**config.mk**
```make
export PLATFORM = sky130hd
export DESIGN_NAME = core_mem_arbiter
export DESIGN_NICKNAME = d
export VERILOG_FILES = /design/src/rtl/core_mem_pkg.sv /design/src/rtl/core_arb_timer.sv /design/src/rtl/core_mem_arbiter.sv
export SDC_FILE = /design/constraint.sdc
export NUM_CORES = 1
export LEC_CHECK = 0
export BUFFER_PORTS_ARGS = -buffer_cell sky130_fd_sc_hd__buf_2
export CAP_MARGIN = 0
export CELL_PAD_IN_SITES_DETAIL_PLACEMENT = 1
export CELL_PAD_IN_SITES_GLOBAL_PLACEMENT = 1
export CORE_MARGIN = 1
export CORE_UTILIZATION = 35
export DETAILED_ROUTE_END_ITERATION = 10
export PLACE_DENSITY_LB_ADDON = 0.1
export SLEW_MARGIN = 10
export SYNTH_ARGS = -nofsm -noshare
export SYNTH_HDL_FRONTEND = slang
export SYNTH_SLANG_ARGS = --single-unit
```
**constraint.sdc**
```tcl
create_clock -name CLK -period 2 [get_ports CLK]
set_clock_uncertainty 0.2 [all_clocks]
set_input_delay 0.1 -clock CLK [delete_from_list [all_inputs] [get_ports CLK]]
set_output_delay 0.1 -clock CLK [all_outputs]
set_load 0.02 [all_outputs]
```
**src/rtl/core_mem_pkg.sv**
```systemverilog
//==== core_mem_pkg -- shared types and defaults for the memory arbiter (rev 1.0) ====
`default_nettype none

package core_mem_pkg;

   localparam int DEF_ADDR_W = 32;
   localparam int DEF_DATA_W = 32;

   localparam logic [1:0] ST_IDLE    = 2'd0;
   localparam logic [1:0] ST_GRANT_I = 2'd1;
   localparam logic [1:0] ST_GRANT_D = 2'd2;
   localparam logic [1:0] ST_RESP    = 2'd3;

   typedef enum logic [1:0] {
      S_IDLE    = ST_IDLE,
      S_GRANT_I = ST_GRANT_I,
      S_GRANT_D = ST_GRANT_D,
      S_RESP    = ST_RESP
   } arb_state_e;

   // Counter width able to hold the terminal value; never narrower than one bit.
   function automatic int cnt_width(input int tmo);
      return (tmo < 2) ? 1 : $clog2(tmo + 1);
   endfunction

endpackage

`default_nettype wire

```
**src/rtl/core_arb_timer.sv**
```systemverilog
//==== core_arb_timer -- clear/enable wait counter with terminal count, 0 disables (rev 1.0) ====
`default_nettype none

module core_arb_timer
   import core_mem_pkg::*;
#(
   parameter int TIMEOUT = 255
) (
   input  logic clk_i,
   input  logic rst_ni,
   input  logic clr_i,
   input  logic en_i,
   output logic tc_o
);

   localparam int               CNT_W  = cnt_width(TIMEOUT);
   localparam logic [CNT_W-1:0] TC_VAL = CNT_W'(TIMEOUT);

   logic [CNT_W-1:0] cnt_q;
   logic [CNT_W-1:0] cnt_d;

   assign tc_o = (TIMEOUT != 0) && (cnt_q == TC_VAL);

   // Counting stops at the terminal value so the count can never wrap.
   always_comb begin
      cnt_d = cnt_q;
      if (clr_i) begin
         cnt_d = '0;
      end else if ((TIMEOUT != 0) && en_i && !tc_o) begin
         cnt_d = cnt_q + CNT_W'(1);
      end
   end

   always_ff @(posedge clk_i or negedge rst_ni) begin
      if (!rst_ni) begin
         cnt_q <= '0;
      end else begin
         cnt_q <= cnt_d;
      end
   end

endmodule

`default_nettype wire

```
**src/rtl/core_mem_arbiter.sv**
```systemverilog
//==== core_mem_arbiter -- IMEM/DMEM to single valid/ready bus, DMEM priority, watchdog (rev 1.0) ====
`default_nettype none

module core_mem_arbiter
   import core_mem_pkg::*;
#(
   parameter int ADDR_W  = DEF_ADDR_W,
   parameter int DATA_W  = DEF_DATA_W,
   parameter int TIMEOUT = 255
) (
   input  logic                CLK,
   input  logic                NRST,
   input  logic                IMEM_REQ,
   input  logic [ADDR_W-1:0]   IMEM_ADDR,
   output logic [DATA_W-1:0]   IMEM_RDATA,
   output logic                HCU_IMEM_BUSY,
   output logic                HCU_IMEM_DONE,
   input  logic                DMEM_REQ,
   input  logic                DMEM_WE,
   input  logic [ADDR_W-1:0]   DMEM_ADDR,
   input  logic [DATA_W-1:0]   DMEM_WDATA,
   input  logic [DATA_W/8-1:0] DMEM_WSTRB,
   output logic [DATA_W-1:0]   DMEM_RDATA,
   output logic                HCU_DMEM_BUSY,
   output logic                HCU_DMEM_DONE,
   output logic                BUS_VALID,
   output logic                BUS_WE,
   output logic [ADDR_W-1:0]   BUS_ADDR,
   output logic [DATA_W-1:0]   BUS_WDATA,
   output logic [DATA_W/8-1:0] BUS_WSTRB,
   input  logic                BUS_READY,
   input  logic [DATA_W-1:0]   BUS_RDATA,
   output logic                ARB_TIMEOUT
);

   arb_state_e          state_q,     state_d;
   logic                bus_valid_q, bus_valid_d;
   logic                bus_we_q,    bus_we_d;
   logic [ADDR_W-1:0]   bus_addr_q,  bus_addr_d;
   logic [DATA_W-1:0]   bus_wdata_q, bus_wdata_d;
   logic [DATA_W/8-1:0] bus_wstrb_q, bus_wstrb_d;
   logic [DATA_W-1:0]   irdata_q,    irdata_d;
   logic [DATA_W-1:0]   drdata_q,    drdata_d;
   logic                idone_q,     idone_d;
   logic                ddone_q,     ddone_d;
   logic                tmo_q,       tmo_d;

   logic timer_clr;
   logic timer_en;
   logic timer_tc;

   assign timer_clr = (state_q == S_IDLE);
   assign timer_en  = ((state_q == S_GRANT_I) || (state_q == S_GRANT_D)) && !BUS_READY;

   core_arb_timer #(
      .TIMEOUT (TIMEOUT)
   ) u_timer (
      .clk_i  (CLK),
      .rst_ni (NRST),
      .clr_i  (timer_clr),
      .en_i   (timer_en),
      .tc_o   (timer_tc)
   );

   always_comb begin
      state_d     = state_q;
      bus_valid_d = bus_valid_q;
      bus_we_d    = bus_we_q;
      bus_addr_d  = bus_addr_q;
      bus_wdata_d = bus_wdata_q;
      bus_wstrb_d = bus_wstrb_q;
      irdata_d    = irdata_q;
      drdata_d    = drdata_q;
      idone_d     = 1'b0;
      ddone_d     = 1'b0;
      tmo_d       = 1'b0;

      case (state_q)
         S_IDLE: begin
            if (DMEM_REQ) begin
               bus_valid_d = 1'b1;
               bus_we_d    = DMEM_WE;
               bus_addr_d  = DMEM_ADDR;
               bus_wdata_d = DMEM_WDATA;
               bus_wstrb_d = DMEM_WSTRB;
               state_d     = S_GRANT_D;
            end else if (IMEM_REQ) begin
               bus_valid_d = 1'b1;
               bus_we_d    = 1'b0;
               bus_addr_d  = IMEM_ADDR;
               bus_wdata_d = '0;
               bus_wstrb_d = '0;
               state_d     = S_GRANT_I;
            end
         end

         // A ready beat in the terminal-count cycle still completes normally.
         S_GRANT_I, S_GRANT_D: begin
            if (BUS_READY || timer_tc) begin
               bus_valid_d = 1'b0;
               tmo_d       = !BUS_READY;
               state_d     = S_RESP;
               if (state_q == S_GRANT_I) begin
                  idone_d  = 1'b1;
                  irdata_d = BUS_READY ? BUS_RDATA : '0;
               end else begin
                  ddone_d = 1'b1;
                  if (!BUS_READY) begin
                     drdata_d = '0;
                  end else if (!bus_we_q) begin
                     drdata_d = BUS_RDATA;
                  end
               end
            end
         end

         S_RESP: begin
            state_d = S_IDLE;
         end

         default: begin
            state_d = S_IDLE;
         end
      endcase
   end

   always_ff @(posedge CLK or negedge NRST) begin
      if (!NRST) begin
         state_q     <= S_IDLE;
         bus_valid_q <= 1'b0;
         bus_we_q    <= 1'b0;
         bus_addr_q  <= '0;
         bus_wdata_q <= '0;
         bus_wstrb_q <= '0;
         irdata_q    <= '0;
         drdata_q    <= '0;
         idone_q     <= 1'b0;
         ddone_q     <= 1'b0;
         tmo_q       <= 1'b0;
      end else begin
         state_q     <= state_d;
         bus_valid_q <= bus_valid_d;
         bus_we_q    <= bus_we_d;
         bus_addr_q  <= bus_addr_d;
         bus_wdata_q <= bus_wdata_d;
         bus_wstrb_q <= bus_wstrb_d;
         irdata_q    <= irdata_d;
         drdata_q    <= drdata_d;
         idone_q     <= idone_d;
         ddone_q     <= ddone_d;
         tmo_q       <= tmo_d;
      end
   end

   assign BUS_VALID     = bus_valid_q;
   assign BUS_WE        = bus_we_q;
   assign BUS_ADDR      = bus_addr_q;
   assign BUS_WDATA     = bus_wdata_q;
   assign BUS_WSTRB     = bus_wstrb_q;
   assign IMEM_RDATA    = irdata_q;
   assign DMEM_RDATA    = drdata_q;
   assign HCU_IMEM_DONE = idone_q;
   assign HCU_DMEM_DONE = ddone_q;
   assign ARB_TIMEOUT   = tmo_q;

   // BUSY stays combinational so the HCU stalls in the same cycle REQ rises.
   assign HCU_IMEM_BUSY = IMEM_REQ & ~idone_q;
   assign HCU_DMEM_BUSY = DMEM_REQ & ~ddone_q;

endmodule

`default_nettype wire

```
==> metrics.cfg, run 1 <==
[cells_and_area]
fill_cells = 1866
layout_commonest_cell = buf_2
final_cell_mix = 275 x buf_2, 147 x dfrtp_1, 137 x dlygate4sd3_1
diodes = 0
area_delta_synth_final_pct = 60.69
fin_area_um2 = 9819
seqCellArea_um2 = 3679
num-nets-final = 1073
multiInputGateArea_um2 = 2133
drive_gt1_share_pct = 36.55

[timing]
relSlewSlack_pct = 62.98
tightest_slew_ps = 553.2
setup_viol = 0
finalMaxSlewViolations = 0
fin_tns_setup_ps = 0
finalHoldViolCount = 0
max_freq_mhz = 522.6
period_minus_slack_ps = 1914
finalCritPeriodShare_pct = 95.68

[logic_synthesis]
synth.distinct_cells = 40
postSynthCellCount = 518
netlist_area_um2 = 6111
ys_warn_count = 0
synth_edf_count = 0
synth_area_leaders = dfrtp_1 60%, a22o_1 9.9%, mux2i_1 5.4%
seq_area_frac_synth_pct = 60.20
synthArstFlopShare_pct = 100.0
synth_nets = 659
ys.flop_type = dfrtp_1
synth_seq_cells = 147
yosysTopAreaCellShare_pct = 60.20
synth.avg_cell_area_um2 = 11.80
synth_area_leader_cell = dfrtp_1

[global_routing]
grt_pass1_vias = 6496
grt-ovfl-total = 0
antenna_found_initial = 0
grt.met2_usage_pct = 44.42
grt_usage_pct = 24.51
grt_max_degree = 57
grt_busiest_layer = met2
gr-usage-met3_pct = 6.349
gr-usage-met1_pct = 26.57
grt_pass1_wl_mm = 33.67

[placed_design]
portBuffers = 276
routabilityCongestion = 0.7275
dp_hpwl_mm = 13.42
post_dp_cell_area_um2 = 7810

[critical_path]
critPathBufInv = 3
worstReg2RegStart = state_q[1]$_DFFE_PN0P_
path_class = reg2reg
critPathTopFamily = compound AO/OA/AOI/OAI gates
r2r-end = DMEM_RDATA[17]$_DFFE_PN0P_
crit_path_cell_trace = inv_1 > buf_4 > ha_1 > nand2b_1 > o21bai_2 > buf_12 > a22o_1
reg2reg_depth = 7
startpoint_type = register
end_kind = register
arrival_ps = 2010
cp_slowest_stage_delay_ps = 320
cp.required_ps = 2090
cp_max_fo = 32
crit_path_top_delay_cell = dfrtp_1
cp_num_cells = 7
rrSetupSlack_ps = 90

[drt]
ant_nets = 0
vias = 5815
post_drt_wl_per_cell_um = 18.43
vias_per_cell = 4.996
drtPass1Iterations = 4
drc = 0
drt-initial-drc-count = 174
drt_wl_total_mm = 21.45

[floorplanning]
start_util_pct = 36.33
core_area_um2 = 16820
dieWidth_um = 134.1
fp.dieArea_um2 = 17990
ioPinCount = 277
die_h_um = 134.1
std_cell_rows = 47

[pwr]
power.internal_mw = 8.777
p_clk_share_pct = 20.4
switchingPower_mw = 6.326
power.share.switching_pct = 41.88
p_leak_nw = 5.002
p_seq_share_pct = 33.5
vdd_drop_max_v = 0.0007135
power_density_nw_per_um2 = 1538
p_total_mw = 15.10
power_frac_comb_pct = 46.2

[clock_network]
root_buffer = clkbuf_16
path_clk_slew_ps = 60
cts_tree = yes
cts.sinks = 147
insertion_delay_ps = 410
cts_buffers = 17
clockBufferDepth = 2
htreeDepth = 4

[worst_hold_path]
min-delay-start = DMEM_REQ
whs_path_depth = 4
hp-class = in2reg
min_to = BUS_ADDR[5]$_DFFE_PN0P_

[run_status]
status = finished, final reports clean

[run]
maxCapViolCount = 0

-- layer usage --
| metal | up-vias | share of wire, % |
|---|---|---|
| met1 | 2875 | 39 |
| met3 | 55 | 5.8 |
| met4 | 0 | 3.5 |
| li1 | 2685 | - |
| met5 | - | 0 |
| met2 | 200 | 52 |
-- worst max-delay path by stage --
stage	startpoint	endpoint
6_report	state_q[1]$_DFFE_PN0P_	DMEM_RDATA[17]$_DFFE_PN0P_
5_1_grt	u_timer.cnt_q[1]$_DFFE_PN0P_	u_timer.cnt_q[0]$_DFFE_PN0P_
4_1_cts	state_q[0]$_DFFE_PN0P_	state_q[1]$_DFFE_PN0P_
3_5_place_dp	state_q[0]$_DFFE_PN0P_	IMEM_RDATA[27]$_DFFE_PN0P_
3_3_place_gp	state_q[0]$_DFFE_PN0P_	IMEM_RDATA[5]$_DFFE_PN0P_
2_1_floorplan	state_q[0]$_DFFE_PN0P_	DMEM_RDATA[0]$_DFFE_PN0P_
-- cells by family (layout without fill, tap and decap cells) --
kind of cell,Yosys count,count (layout),share of synthesized area [%]
AO/OA/AOI/OAI,153,154,18.51
flip-flops,147,147,60.20
AND/OR/NAND/NOR,99,99,8.763
buffers and inverters,79,504,5.938
multiplexers,33,33,5.405
XOR/XNOR,4,4,0.5734
adder cells (fa/ha/maj),3,3,0.6143
-- worst reg2reg max path, delay by kind of cell, from the launching register on --
kind	cells	cell delay [ps]
AND/OR/NAND/NOR	1	210
AO/OA/AOI/OAI	2	450
adder cells (fa/ha/maj)	1	230
flip-flops	1	320
buffers and inverters	3	390
-- state kept, by name, summed over array words and instances (netlist names) --
signal,flops
HCU_DMEM_DONE,1
BUS_VALID,1
IMEM_RDATA,32
BUS_WDATA,32
BUS_WSTRB,4
HCU_IMEM_DONE,1
u_timer.cnt_q,8
BUS_ADDR,32
ARB_TIMEOUT,1
state_q,2
DMEM_RDATA,32
BUS_WE,1
-- power by group through the flow --
stage	sequential, mW	clock (mW)	combinational (mW)
4_1_cts	5.04	3.15	6.87
2_1_floorplan	6.54	0	2.53
3_5_place_dp	5.04	0	6.58
6_report	5.06	3.07	6.97
5_1_grt	5.21	3.27	7.52
3_3_place_gp	5.00	0	6.34
-- metrics by stage --
step                std cells  hold WS (ps)  utilization, %  setup slack, ps
finish                   1164         32.02           58.38            86.48
global route             1164         57.69           58.38           -4.497
CTS                      1161         24.01           58.09            5.525
detailed placement        992        -158.8           46.44           -71.03
global placement          992        -164.7           46.44            29.60
floorplan                 518        -395.6               -            242.0
-- synth_stat cells, types with 4 or more instances --
library cell and number:
nor2_1 11, nand3_1 4, o21ai_1 4, inv_1 38, a22o_1 69, buf_6 4
nand2_1 37, nor2b_1 5, buf_2 17, nand4_1 32, clkbuf_1 16, o21ai_0 64
buf_4 4, dfrtp_1 147, mux2i_1 33
-- timing repair --
item / in CTS / in global routing
pin swaps: 0 / 1
buffers inserted: 0 / 3
setup endpoints to repair: 31 / 32
hold endpoints to repair: 283 / 0
hold buffers: 137 / 0
cloned: 1 / 0
resized for setup: 2 / 6
-- layout make-up --
class                   instances  share of cell area [%]
clock buffers                  18                   4.371
multi-input cells             293                   21.73
well taps                     220                   2.803
inverters                      38                   1.453
flip-flops and latches        147                   37.46
repair buffers                435                   30.77
clock inverters                13                   1.414
Note: power is estimated with default switching activity, not from simulation.
==> run 2: changes to the inputs <==
==> constraint.sdc (replaced) <==
create_clock -name CLK -period 2 [get_ports CLK]
set_clock_uncertainty 0.2 [all_clocks]
set_input_delay 0.3 -clock CLK [delete_from_list [all_inputs] [get_ports CLK]]
set_output_delay 0.3 -clock CLK [all_outputs]
set_load 0.02 [all_outputs]
==> run 2 against run 1 <==
  * Worst setup slack got worse by 25 ps
  * Critical path depth unchanged
  * Die area unchanged
  * Global-route usage decreased by 1.5 points
  * Highest routed layer unchanged
  * Sequential power decreased by 0.8%
  * Via count decreased by 3.4%
  * Worst hold slack got worse by 30 ps
  * First-iteration DRC count increased by 9.8%
  * Core utilization decreased by 2.3 points
  * Routed wire length decreased by 6.1%
  * Critical endpoint is now DMEM_RDATA[4]$_DFFE_PN0P_
==> metrics.cfg, run 2 (synthesis gave the netlist of run 1 again) <==
[clock_network]
clockBufferDepth = 2
cts_tree = yes
path_clk_slew_ps = 60
cts_buffers = 17
insertion_delay_ps = 420
root_buffer = clkbuf_16
cts.sinks = 147
htreeDepth = 4

[timing]
setup_slack_ps = 61.34
finalMaxSlewViolations = 0
finalHoldViolCount = 0
finalCritPeriodShare_pct = 96.93
relSlewSlack_pct = 66.01
holdWs_ps = 2.352
tightest_slew_ps = 509.8
period_minus_slack_ps = 1939
max_freq_mhz = 515.8
fin_tns_setup_ps = 0
setup_viol = 0

[placed_design]
pre_cts_ws_ps = -81.35
dp_hpwl_mm = 13.00
dpl.cell_count = 990
post_dp_cell_area_um2 = 7782
portBuffers = 276
routabilityCongestion = 0.7313

[drt]
drtPass1Iterations = 4
drc = 0
drt-initial-drc-count = 191
post_drt_wl_per_cell_um = 17.94
drt_wl_total_mm = 20.14
vias = 5616
vias_per_cell = 5.001
ant_nets = 0

[critical_path]
cp.required_ps = 2100
rrSetupSlack_ps = 60
path_class = reg2reg
cp_max_fo = 32
worstReg2RegStart = state_q[1]$_DFFE_PN0P_
arrival_ps = 2040
reg2reg_depth = 7
startpoint_type = register
r2r-end = DMEM_RDATA[4]$_DFFE_PN0P_
end_kind = register

[floorplanning]
ioPinCount = 277
core_area_um2 = 16820
std_cell_rows = 47
dieWidth_um = 134.1
fp.dieArea_um2 = 17990
die_h_um = 134.1
start_util_pct = 36.33

[worst_hold_path]
whs_path_depth = 3
min-delay-start = IMEM_ADDR[2]
min_to = BUS_ADDR[2]$_DFFE_PN0P_
hp-class = in2reg

[cells_and_area]
final_cell_mix = 275 x buf_2, 147 x dfrtp_1, 97 x dlygate4sd3_1
fin_area_um2 = 9428
area_delta_synth_final_pct = 54.28
final-instance-count-excl-fill = 1123
layout_commonest_cell = buf_2
drive_gt1_share_pct = 38.21
post-route-util_pct = 56.06
diodes = 0
num-nets-final = 1031

[pwr]
vdd_drop_max_v = 0.0007830
p_leak_nw = 4.837
power_density_nw_per_um2 = 1599
p_total_mw = 15.07

[global_routing]
grt_max_degree = 93
grt-ovfl-total = 0
grt_usage_pct = 22.99
grt_pass1_wl_mm = 32.00
antenna_found_initial = 0
grt_pass1_vias = 6182

[run_status]
status = finished, final reports clean

[run]
maxCapViolCount = 0

==> run 2: cell types whose count changed in the layout (fill, tap and decap cells not counted), sizes merged <==
cell | previous run | this run
o21ai | 69 | 70
clkinv | 6 | 5
dlygate4sd3 | 137 | 97
inv | 38 | 41
clkinvlp | 5 | 3
buf | 297 | 295
==> run 2: power breakdown <==
part | switching (mW) | leakage, nW | internal, mW
Clock | 1.30 | 0.287 | 1.92
Combinational | 4.27 | 2.70 | 2.56
Sequential | 0.716 | 1.85 | 4.30
==> run 2: layout make-up <==
type                            count  area [µm²]
Clock buffer                       19       452.9
Clock inverter                     13       148.9
Fill cell                        1857        7391
Inverter                           38       142.6
Multi-Input combinational cell    294        2137
Sequential cell                   147        3679
Tap cell                          220       275.3
Timing Repair Buffer              392        2592
==> run 2: repair_timing <==
action,4_1_cts,5_1_grt
resized for setup,3,5
gates cloned,1,1
buffers inserted,0,2
pin swaps,1,1
endpoints found under the setup margin,51,31
hold endpoints to repair,261,0
hold buffers,97,0
==> run 2: critical path, stage by stage, from the launching register on <==
cell      delay [ps]
dfrtp_1          320
inv_1             70
buf_4            150
ha_1             250
nand2b_1         220
o21bai_2         230
buf_12           170
a22o_1           190
==> run 2: per-layer routing <==
layer	track usage [%]	up-vias	wire, µm	share of wire (%)
met5	0	-	0	0
met4	8.489	0	444	2.2
met3	6.160	28	1128	5.6
met2	41.57	166	10630	53
met1	25.81	2816	7943	39
li1	-	2606	-	-
==> run 2: worst max-delay path by stage <==
stage	start	to	slack [ps]
final	state_q[1]$_DFFE_PN0P_	DMEM_RDATA[4]$_DFFE_PN0P_	60
after global routing	state_q[1]$_DFFE_PN0P_	DMEM_RDATA[4]$_DFFE_PN0P_	-5
after CTS	state_q[0]$_DFFE_PN0P_	u_timer.cnt_q[6]$_DFFE_PN0P_	30
after detailed placement	state_q[0]$_DFFE_PN0P_	IMEM_RDATA[7]$_DFFE_PN0P_	-80
after global placement	state_q[0]$_DFFE_PN0P_	IMEM_RDATA[19]$_DFFE_PN0P_	10
after floorplan	state_q[0]$_DFFE_PN0P_	DMEM_RDATA[0]$_DFFE_PN0P_	240
